--- config.mk ---
export PLATFORM = sky130hd
export DESIGN_NAME = sata_oob_ctrl
export DESIGN_NICKNAME = d
export VERILOG_FILES = /design/src/rtl/sata_oob_pkg.sv /design/src/rtl/sata_oob_timer.sv /design/src/rtl/sata_oob_ctrl.sv
export SDC_FILE = /design/constraint.sdc
export NUM_CORES = 1
export LEC_CHECK = 0
export ABC_AREA = 1
export CAP_MARGIN = 5
export CORE_UTILIZATION = 59
export CTS_CLUSTER_DIAMETER = 30
export DETAILED_ROUTE_END_ITERATION = 8
export GPL_ROUTABILITY_DRIVEN = 0
export GPL_TIMING_DRIVEN = 0
export PLACE_DENSITY = 0.8
export SLEW_MARGIN = 25
export SYNTH_ARGS = -nofsm -noshare
export SYNTH_HDL_FRONTEND = slang
export SYNTH_SLANG_ARGS = --single-unit
--- constraint.sdc ---
create_clock -name clk -period 2.7 [get_ports clk]
set_clock_uncertainty 0.1 [all_clocks]
set_input_delay 0.27 -clock clk [delete_from_list [all_inputs] [get_ports clk]]
set_output_delay 0.27 -clock clk [all_outputs]
set_load 0.01 [all_outputs]
--- src/rtl/sata_oob_pkg.sv ---
// Shared types and helpers for the SATA host OOB sequencer and its burst coder.
package sata_oob_pkg;

    typedef enum logic [3:0] {
        ST_RESET        = 4'd0,
        ST_RESET_BUSY   = 4'd1,
        ST_WAIT_COMINIT = 4'd2,
        ST_WAKE         = 4'd3,
        ST_WAKE_BUSY    = 4'd4,
        ST_WAIT_COMWAKE = 4'd5,
        ST_WAIT_ALIGN   = 4'd6,
        ST_SEND_ALIGN   = 4'd7,
        ST_LINKUP       = 4'd8
    } sata_oob_ctrl_state_t;

    localparam int NONALIGN_CNT = 3;

    // Cycle count for a duration in microseconds at a clock given in kHz, rounded to nearest.
    function automatic int khz_us_to_cycles(input int khz, input int us);
        return (khz * us + 32'sd500) / 32'sd1000;
    endfunction

endpackage

--- src/rtl/sata_oob_timer.sv ---
// Saturating up-counter with synchronous clear, count enable and terminal-count compare.
module sata_oob_timer
    import sata_oob_pkg::*;
#(
    parameter int W = 8
) (
    input  logic         clk,
    input  logic         reset,
    input  logic         clr,
    input  logic         en,
    input  logic [W-1:0] tc_val,
    output logic         tc
);

    localparam logic [W-1:0] ONE = {{(W-1){1'b0}}, 1'b1};

    logic [W-1:0] cnt_q;
    logic [W-1:0] cnt_d;

    // Next count: clear wins, then enabled increment that holds at all-ones.
    always_comb begin
        cnt_d = cnt_q;
        if (clr) begin
            cnt_d = '0;
        end else if (en && (cnt_q != {W{1'b1}})) begin
            cnt_d = cnt_q + ONE;
        end else begin
            cnt_d = cnt_q;
        end
    end

    // Count register.
    always_ff @(posedge clk) begin
        if (reset) begin
            cnt_q <= '0;
        end else begin
            cnt_q <= cnt_d;
        end
    end

    assign tc = (cnt_q == tc_val);

endmodule

--- src/rtl/sata_oob_ctrl.sv ---
// Host-side SATA OOB link-initialisation sequencer (COMRESET, COMWAKE, ALIGN exchange).
// Optional retry counter output enabled by defining SATA_OOB_RETRY_CNT_EN.
module sata_oob_ctrl
    import sata_oob_pkg::*;
#(
    parameter int CLKFREQ    = 100_000,
    parameter int TIMEOUT_US = 880,
    parameter int ALIGN_WAIT = 54600
) (
    input  logic       clk,
    input  logic       reset,
    input  logic       coder_ready,
    output logic       cominit,
    output logic       comwake,
    output logic       oobfinish,
    input  logic       rx_cominit,
    input  logic       rx_comwake,
    input  logic       rx_align,
    output logic       tx_align,
    output logic       linkup
`ifdef SATA_OOB_RETRY_CNT_EN
    ,
    output logic [7:0] retry_cnt
`endif
);

    localparam int TMO = khz_us_to_cycles(CLKFREQ, TIMEOUT_US);
    localparam int TW  = $clog2(((TMO > ALIGN_WAIT) ? TMO : ALIGN_WAIT) + 1);
    localparam logic [TW-1:0] TMO_LAST   = TW'(TMO - 1);
    localparam logic [TW-1:0] ALIGN_LAST = TW'(ALIGN_WAIT - 1);
    localparam logic [1:0]    NAL_LAST   = 2'(NONALIGN_CNT - 1);

    sata_oob_ctrl_state_t state_q, state_d;
    logic          seen_low_q, seen_low_d;
    logic [1:0]    nal_q, nal_d;
    logic          cominit_q, cominit_d;
    logic          comwake_q, comwake_d;
    logic          oobfinish_q, oobfinish_d;
    logic          tx_align_q, tx_align_d;
    logic          linkup_q, linkup_d;
    logic          timeout_s;
    logic          in_wait_s;
    logic          timer_clr_s;
    logic          timer_tc_s;
    logic [TW-1:0] tc_val_s;

    sata_oob_timer #(.W(TW)) u_timer (
        .clk    (clk),
        .reset  (reset),
        .clr    (timer_clr_s),
        .en     (in_wait_s),
        .tc_val (tc_val_s),
        .tc     (timer_tc_s)
    );

    // Sequencer next-state, command pulses and timeout detection.
    always_comb begin
        state_d    = state_q;
        seen_low_d = seen_low_q;
        nal_d      = nal_q;
        cominit_d  = 1'b0;
        comwake_d  = 1'b0;
        timeout_s  = 1'b0;
        in_wait_s  = 1'b0;
        tc_val_s   = TMO_LAST;
        case (state_q)
            ST_RESET: begin
                if (coder_ready) begin
                    cominit_d = 1'b1;
                    state_d   = ST_RESET_BUSY;
                end else begin
                    state_d = ST_RESET;
                end
            end
            ST_RESET_BUSY, ST_WAKE_BUSY: begin
                // The coder must be seen busy before its return to ready ends the train.
                if (!coder_ready) begin
                    seen_low_d = 1'b1;
                end else if (seen_low_q) begin
                    state_d = (state_q == ST_RESET_BUSY) ? ST_WAIT_COMINIT : ST_WAIT_COMWAKE;
                end else begin
                    seen_low_d = seen_low_q;
                end
            end
            ST_WAIT_COMINIT: begin
                in_wait_s = 1'b1;
                if (rx_cominit) begin
                    state_d = ST_WAKE;
                end else if (timer_tc_s) begin
                    state_d   = ST_RESET;
                    timeout_s = 1'b1;
                end else begin
                    state_d = ST_WAIT_COMINIT;
                end
            end
            ST_WAKE: begin
                if (coder_ready) begin
                    comwake_d = 1'b1;
                    state_d   = ST_WAKE_BUSY;
                end else begin
                    state_d = ST_WAKE;
                end
            end
            ST_WAIT_COMWAKE: begin
                in_wait_s = 1'b1;
                if (rx_cominit) begin
                    state_d = ST_RESET;
                end else if (rx_comwake) begin
                    state_d = ST_WAIT_ALIGN;
                end else if (timer_tc_s) begin
                    state_d   = ST_RESET;
                    timeout_s = 1'b1;
                end else begin
                    state_d = ST_WAIT_COMWAKE;
                end
            end
            ST_WAIT_ALIGN: begin
                in_wait_s = 1'b1;
                tc_val_s  = ALIGN_LAST;
                if (rx_cominit) begin
                    state_d = ST_RESET;
                end else if (rx_align) begin
                    state_d = ST_SEND_ALIGN;
                end else if (timer_tc_s) begin
                    state_d   = ST_RESET;
                    timeout_s = 1'b1;
                end else begin
                    state_d = ST_WAIT_ALIGN;
                end
            end
            ST_SEND_ALIGN: begin
                if (rx_cominit) begin
                    state_d = ST_RESET;
                end else if (rx_align) begin
                    nal_d = 2'd0;
                end else if (nal_q == NAL_LAST) begin
                    state_d = ST_LINKUP;
                end else begin
                    nal_d = nal_q + 2'd1;
                end
            end
            ST_LINKUP: begin
                if (rx_cominit) begin
                    state_d = ST_RESET;
                end else begin
                    state_d = ST_LINKUP;
                end
            end
            default: begin
                state_d = ST_RESET;
            end
        endcase
        timer_clr_s = (state_d != state_q);
        if (timer_clr_s) begin
            seen_low_d = 1'b0;
            nal_d      = 2'd0;
        end else begin
            seen_low_d = seen_low_d;
        end
        oobfinish_d = (state_d == ST_WAIT_ALIGN) || (state_d == ST_SEND_ALIGN) ||
                      (state_d == ST_LINKUP);
        tx_align_d  = (state_d == ST_SEND_ALIGN);
        linkup_d    = (state_d == ST_LINKUP);
    end

    // Sequencer state and registered outputs.
    always_ff @(posedge clk) begin
        if (reset) begin
            state_q     <= ST_RESET;
            seen_low_q  <= 1'b0;
            nal_q       <= 2'd0;
            cominit_q   <= 1'b0;
            comwake_q   <= 1'b0;
            oobfinish_q <= 1'b0;
            tx_align_q  <= 1'b0;
            linkup_q    <= 1'b0;
        end else begin
            state_q     <= state_d;
            seen_low_q  <= seen_low_d;
            nal_q       <= nal_d;
            cominit_q   <= cominit_d;
            comwake_q   <= comwake_d;
            oobfinish_q <= oobfinish_d;
            tx_align_q  <= tx_align_d;
            linkup_q    <= linkup_d;
        end
    end

    assign cominit   = cominit_q;
    assign comwake   = comwake_q;
    assign oobfinish = oobfinish_q;
    assign tx_align  = tx_align_q;
    assign linkup    = linkup_q;

`ifdef SATA_OOB_RETRY_CNT_EN
    logic [7:0] retry_q, retry_d;

    // Saturating count of timeout retries, cleared once the link comes up.
    always_comb begin
        retry_d = retry_q;
        if ((state_d == ST_LINKUP) && (state_q != ST_LINKUP)) begin
            retry_d = 8'd0;
        end else if (timeout_s && (retry_q != 8'hFF)) begin
            retry_d = retry_q + 8'd1;
        end else begin
            retry_d = retry_q;
        end
    end

    // Retry counter register.
    always_ff @(posedge clk) begin
        if (reset) begin
            retry_q <= 8'd0;
        end else begin
            retry_q <= retry_d;
        end
    end

    assign retry_cnt = retry_q;
`endif

endmodule

; ---- Word-level counts from Yosys, hierarchy flattened
; Cells that the tools add are included.
[totals]
reg_bits = 29
input_bits = 6
output_inout_bits = 5
wordCells = 65
[op_classes]
add_sub_neg = 2
eq_ne = 16
mux = 23
bitwise_logic = 4
n_reduce_logical = 11
[op_table]
columns = op, count
row1 = $pmux 4 s8, 1
row2 = $eq 4x3->1 const B, 6
row3 = $mux 3, 8
row4 = $mux 4, 6
row5 = $add 17x1->17 const B, 1
row6 = $eq 17x17->1, 1
row7 = $mux 17, 1
row8 = $ne 17x17->1 const B, 1
row9 = $eq 4x2->1 const B, 2
row10 = $eq 4x4->1 const B, 2
row11 = $mux 2, 4
row12 = $reduce_or 2->1, 4
row13 = $eq 4x1->1 const B, 1
row14 = $logic_not 4->1, 1
row15 = $ne 4x4->1, 1
row16 = $not 1->1, 4
row17 = $mux 1, 3
row18 = $reduce_and 3->1, 1
row19 = $reduce_or 3->1, 1
row20 = $add 2x1->2 const B, 1
row21 = $eq 2x2->1 const B, 1
row22 = $logic_or 1x1->1, 2
row23 = $ne 2x2->1 const B, 1
row24 = $reduce_and 2->1, 1
row25 = $logic_and 1x1->1, 1

; ---- Logic depth before layout (Yosys ltp)
[depth]
ltp_word = 10
mapped_depth = 16
mapped_depth_nobuf = 15

; ---- Cells and area by module
; From an unflattened synthesis, not the netlist that was laid out.
[unflattened]
hier_cells = 334
area_unflattened_um2 = 2000.7
[modules_own_cells]
columns = mod, instances, cells_per_inst, area_per_inst_um2, seq_area_each_um2
row1 = sata_oob_timer, 1, 203, 1209.9, 340.3
row2 = sata_oob_ctrl, 1, 131, 790.8, 240.2

; ---- Worst setup path after synthesis
; No wires, ideal clock.
[synth_path]
path_type = register -> register
startpoint = register u_timer.cnt_q[0]
endpoint = register u_timer.cnt_q[6]
setup_ns = 0.073
t_arrival_ns = 1.899
t_required_ns = 2.527
slack_ns = 0.628
stages_incl_launch_ff = 15
path_buffers = 0
synth_period_minus_slack_ns = 2.072
cell_sequence = dfxtp_1 -> ha_1 -> nand2_1 -> inv_1 -> nand4_1 -> nor4_1 -> ha_1 -> inv_1 -> nand2_2 -> inv_2 -> nand2_1 -> nor2_1 -> xor2_1 -> inv_1 -> nor3_2
[synth_via]
elab_chain_cells = 7
word_cells_on_any_way = 15
classes_between = add/sub (1) / eq/ne (3) / mux (9) / reduce/logical (2)
[synth_lines]
columns = item, line_no
row1 = "start, declared", sata_oob_timer.sv:17  ; logic [W-1:0] cnt_q;
row2 = "start signal, assigned", sata_oob_timer.sv:37  ; cnt_q <= cnt_d;
row3 = $eq 17x17->1, sata_oob_timer.sv:41  ; assign tc = (cnt_q == tc_val);
row4 = $mux 3 (on tied branches), "sata_oob_ctrl.sv:110, sata_oob_ctrl.sv:124"
row5 = $mux 3 (on tied branches), "sata_oob_ctrl.sv:108, sata_oob_ctrl.sv:122"
row6 = $mux 3 (on tied branches), "sata_oob_ctrl.sv:106, sata_oob_ctrl.sv:120"
row7 = $pmux 4 s8, sata_oob_ctrl.sv:66  ; case (state_q)
row8 = $ne 4x4->1, sata_oob_ctrl.sv:153  ; timer_clr_s = (state_d != state_q);
row9 = $reduce_or 2->1 (no source line), -
; Several ways; a longest one is shown, not always the timed one.
; A chain may end at the register's enable or synchronous reset.

; ---- Worst setup path in the final report
; Ends and elaborated chain as after synthesis.

==> results by group <==
Final layout
  • Final layout net count: between 200 and 300
  • Most frequent cells in the layout: nand2_1 (52), inv_1 (33), nor2_1 (32)
  • # diodes: 0
  • Most common cell after layout, fill and taps aside: nand2_1
  • P&R area growth vs syn: 13.01%
  • Share of cells above drive strength 1: 0.1949

Synth
  • Netlist cell types: 31
  • Main combinational cell family by area after synthesis: simple AND/OR/NAND/NOR gates
  • Post-synth EDFFs: 0
  • Simple-gate area share of the yosys netlist: 0.4353
  • Share of flip-flops with an asynchronous set or reset: 0
  • Yosys reg bits: 29
  • Synth Instances: 260
  • Multiplexer area fraction after synthesis: 0.005391
  • Compound-Gate Fraction of Synth Area: 0.06536
  • Synthesized cell area: approximately 1900 um2
  • Synth Area in XOR/XNOR: 0.06132
  • Register area share after synthesis: 0.3127
  • Ys flop type: dfxtp_1
  • Synth Net Count: 269
  • Post-Syn Area per Cell: ~7.1 um2
  • Number of synthesis warnings: 0
  • Adder-cell share of the synthesized area: 0.02022

Power
  • Switch share: 0.2373
  • Clock share of power: 0.421
  • Logic pwr share: 0.093
  • Psw: ~0.00021 W
  • VDD IR max: a little over 0.4 mV
  • Flop pwr share: 0.486
  • Power Density: 424.1 nW/um2
  • Int Power: just under 0.0007 W
  • Static Leak: about 0.78 nW
  • Final Total Pwr: around 0.00089 W

Critical path
  • Crit start category: flop
  • Most frequent CP cell: inv_1
  • Worst path cell trace: ha_1, nand2_1, inv_1, nand4_1, nor4_2, ha_1, inv_1, nand2_2, inv_2, nand2_1, nor2_1, xor2_1, inv_1, nor3_2
  • Critical path endpoint category: flop
  • CP delay by family, top: simple AND/OR/NAND/NOR gates
  • Critical path buffers and inverters: 4
  • Worst EP arrival: between 2000 and 3000 ps
  • Worst Path Required: around 2900 ps
  • Crit path max-delay cell type: dfxtp_1
  • Worst Path Max Fanout: 10
  • Crit-path max cell delay: approximately 380 ps
  • Crit path kind: flop to flop

Global route
  • Initial antenna violation count: 0
  • Vias in the first global route: 1,462
  • Largest net degree at the start of global routing: 11
  • Total gr overflow: 0
  • First-pass GRT wire length: between 6 and 7 mm
  • Total GRT Usage: 0.2588

STA
  • Slew Limit Headroom: 0.7649
  • Worst slew pin tran: around 350 ps
  • Final Hold Fails: 0
  • Final-report max-slew violation count: 0
  • Fin crit period: about 2500 ps
  • Setup_tns: 0 ps
  • Unrepaired setup endpoints after global routing: no
  • Final Cycle Share: 0.9100
  • Top achievable clock speed: between 0.4 and 0.5 GHz
  • Endpoints failing setup: 0
  • Worst setup margin: around 240 ps

Floorplanning
  • Die Y: 58.10 um
  • Initial Util: 0.6455
  • Top Ports: 11
  • Core Region: ~2900 um2
  • Die area: between 3000 and 4000 um2
  • Rows: 19
  • Horiz. Die Dim: around 58 um

Drt
  • Final WL: between 3 and 4 mm
  • DR WL/cell: ~12 um
  • DRC viols: 0
  • First-pass DRT Iterations: 4
  • Antenna Nets Post-Route: 0
  • Initial DRC Count: between 60 and 70
  • Vias/cell: 5.088
  • Vias: approximately 1,600

CTS
  • Post-CTS Setup Inserts: 0
  • Worst-case clock buffer depth: 2
  • Worst-Skew Late Latency: ~340 ps
  • H-tree depth: 2
  • Clk Tree Root Cell: clkbuf_4
  • Clk slew on worst S/H paths: roughly 90 ps
  • CTS tree: done
  • Hold_buf cts: 0
  • Clock sink total: 29
  • Num CTS Buffers: 5

Placed design
  • Port Buffer Count: 9
  • Worst slack at placement: roughly 240 ps
  • HPWL Detailed: about 2.8 mm

Run status
  • Status: finished, final reports clean

Run
  • Max Cap Viol: 0

Hold path
  • Hold crit path type: primary input to flop
[state kept, by name, summed over array words and instances (netlist names)]
register / count
u_timer.cnt_q: 17
state_q: 4
nal_q: 2
cominit: 1
comwake: 1
linkup: 1
oobfinish: 1
seen_low_q: 1
tx_align: 1
[area by class of cell]
cell class / instances / area [um2]
inverters: 37 / 138.9
plain buffers: 6 / 46.29
multi-input cells: 188 / 1104
flip-flops and latches: 29 / 581.8
well taps: 42 / 52.55
clock buffers: 7 / 55.05
fillers: 238 / 778.2
repair buffers: 9 / 90.09
clock inverters: 1 / 30.03
[cells in the mapped netlist, types with 6 or more instances]
master	n	share of area
nand2_1	52	0.11
inv_1	33	0.067
nor2_1	32	0.065
dfxtp_1	29	0.31
nand3_1	20	0.054
nor3_2	20	0.11
xor2_1	11	0.052
a21oi_1	8	0.022
nand4_1	8	0.027
nand2_2	6	0.020
o21ai_0	6	0.016
[path summary, 6_finish.rpt]
check / from / endpoint / slack [ps] / cells after the start
worst max-delay path: u_timer.cnt_q[0]$_SDFFE_PP0P_ / u_timer.cnt_q[6]$_SDFFE_PP0P_ / 240 / 14
worst min-delay path: reset / cominit$_SDFF_PP0_ / 160 / 2
worst max register to register: u_timer.cnt_q[0]$_SDFFE_PP0P_ / u_timer.cnt_q[6]$_SDFFE_PP0P_ / 240 / 14
worst min register to register: seen_low_q$_SDFFE_PP0P_ / seen_low_q$_SDFFE_PP0P_ / 460 / 2
[power by group through the flow]
stage / registers, W / logic, W / clock network [W]
after CTS: 0.000432 / 0.0000824 / 0.000381
after floorplan: 0.000442 / 0.0000574 / 0
final: 0.000432 / 0.0000831 / 0.000375
after global routing: 0.000433 / 0.0000913 / 0.000398
after detailed placement: 0.000442 / 0.0000823 / 0
after global placement: 0.000442 / 0.0000814 / 0
[layer usage]
| layer | global-route usage | part of all wire | vias to the layer above | wire, um |
|---|---|---|---|---|
| met3 | 0.06027 | 0.066 | 7 | 252 |
| li1 | - | - | 863 | - |
| met1 | 0.3755 | 0.52 | 717 | 1962 |
| met2 | 0.3629 | 0.40 | 36 | 1530 |
| met4 | 0.1122 | 0.012 | 0 | 46 |
| met5 | 0 | 0 | - | 0 |
[stage by stage]
stage          std cells  hold WS, ps  cell area [um2]    util
6_report             319        157.2             2098  0.7294
3_5_place_dp         311        439.6             1999  0.6951
5_1_grt              319        175.5             2098  0.7294
4_1_cts              319        164.7             2085  0.7247
2_1_floorplan        260        327.4             1857       -
3_3_place_gp         311        449.6             1999  0.6951
[repair_timing]
item,4_1_cts,5_1_grt
endpoints found under the hold margin,0,0
setup endpoints to repair,0,5
gates resized for setup,0,3
[kinds of logic (layout without fill, tap and decap cells)]
group,after synthesis,in the layout
flip-flops,29,29
buffers and inverters,43,60
adder cells (fa/ha/maj),3,3
AND/OR/NAND/NOR,151,151
AO/OA/AOI/OAI,20,20
XOR/XNOR,13,13
multiplexers,1,1
Note: power is estimated with default switching activity, not from simulation.
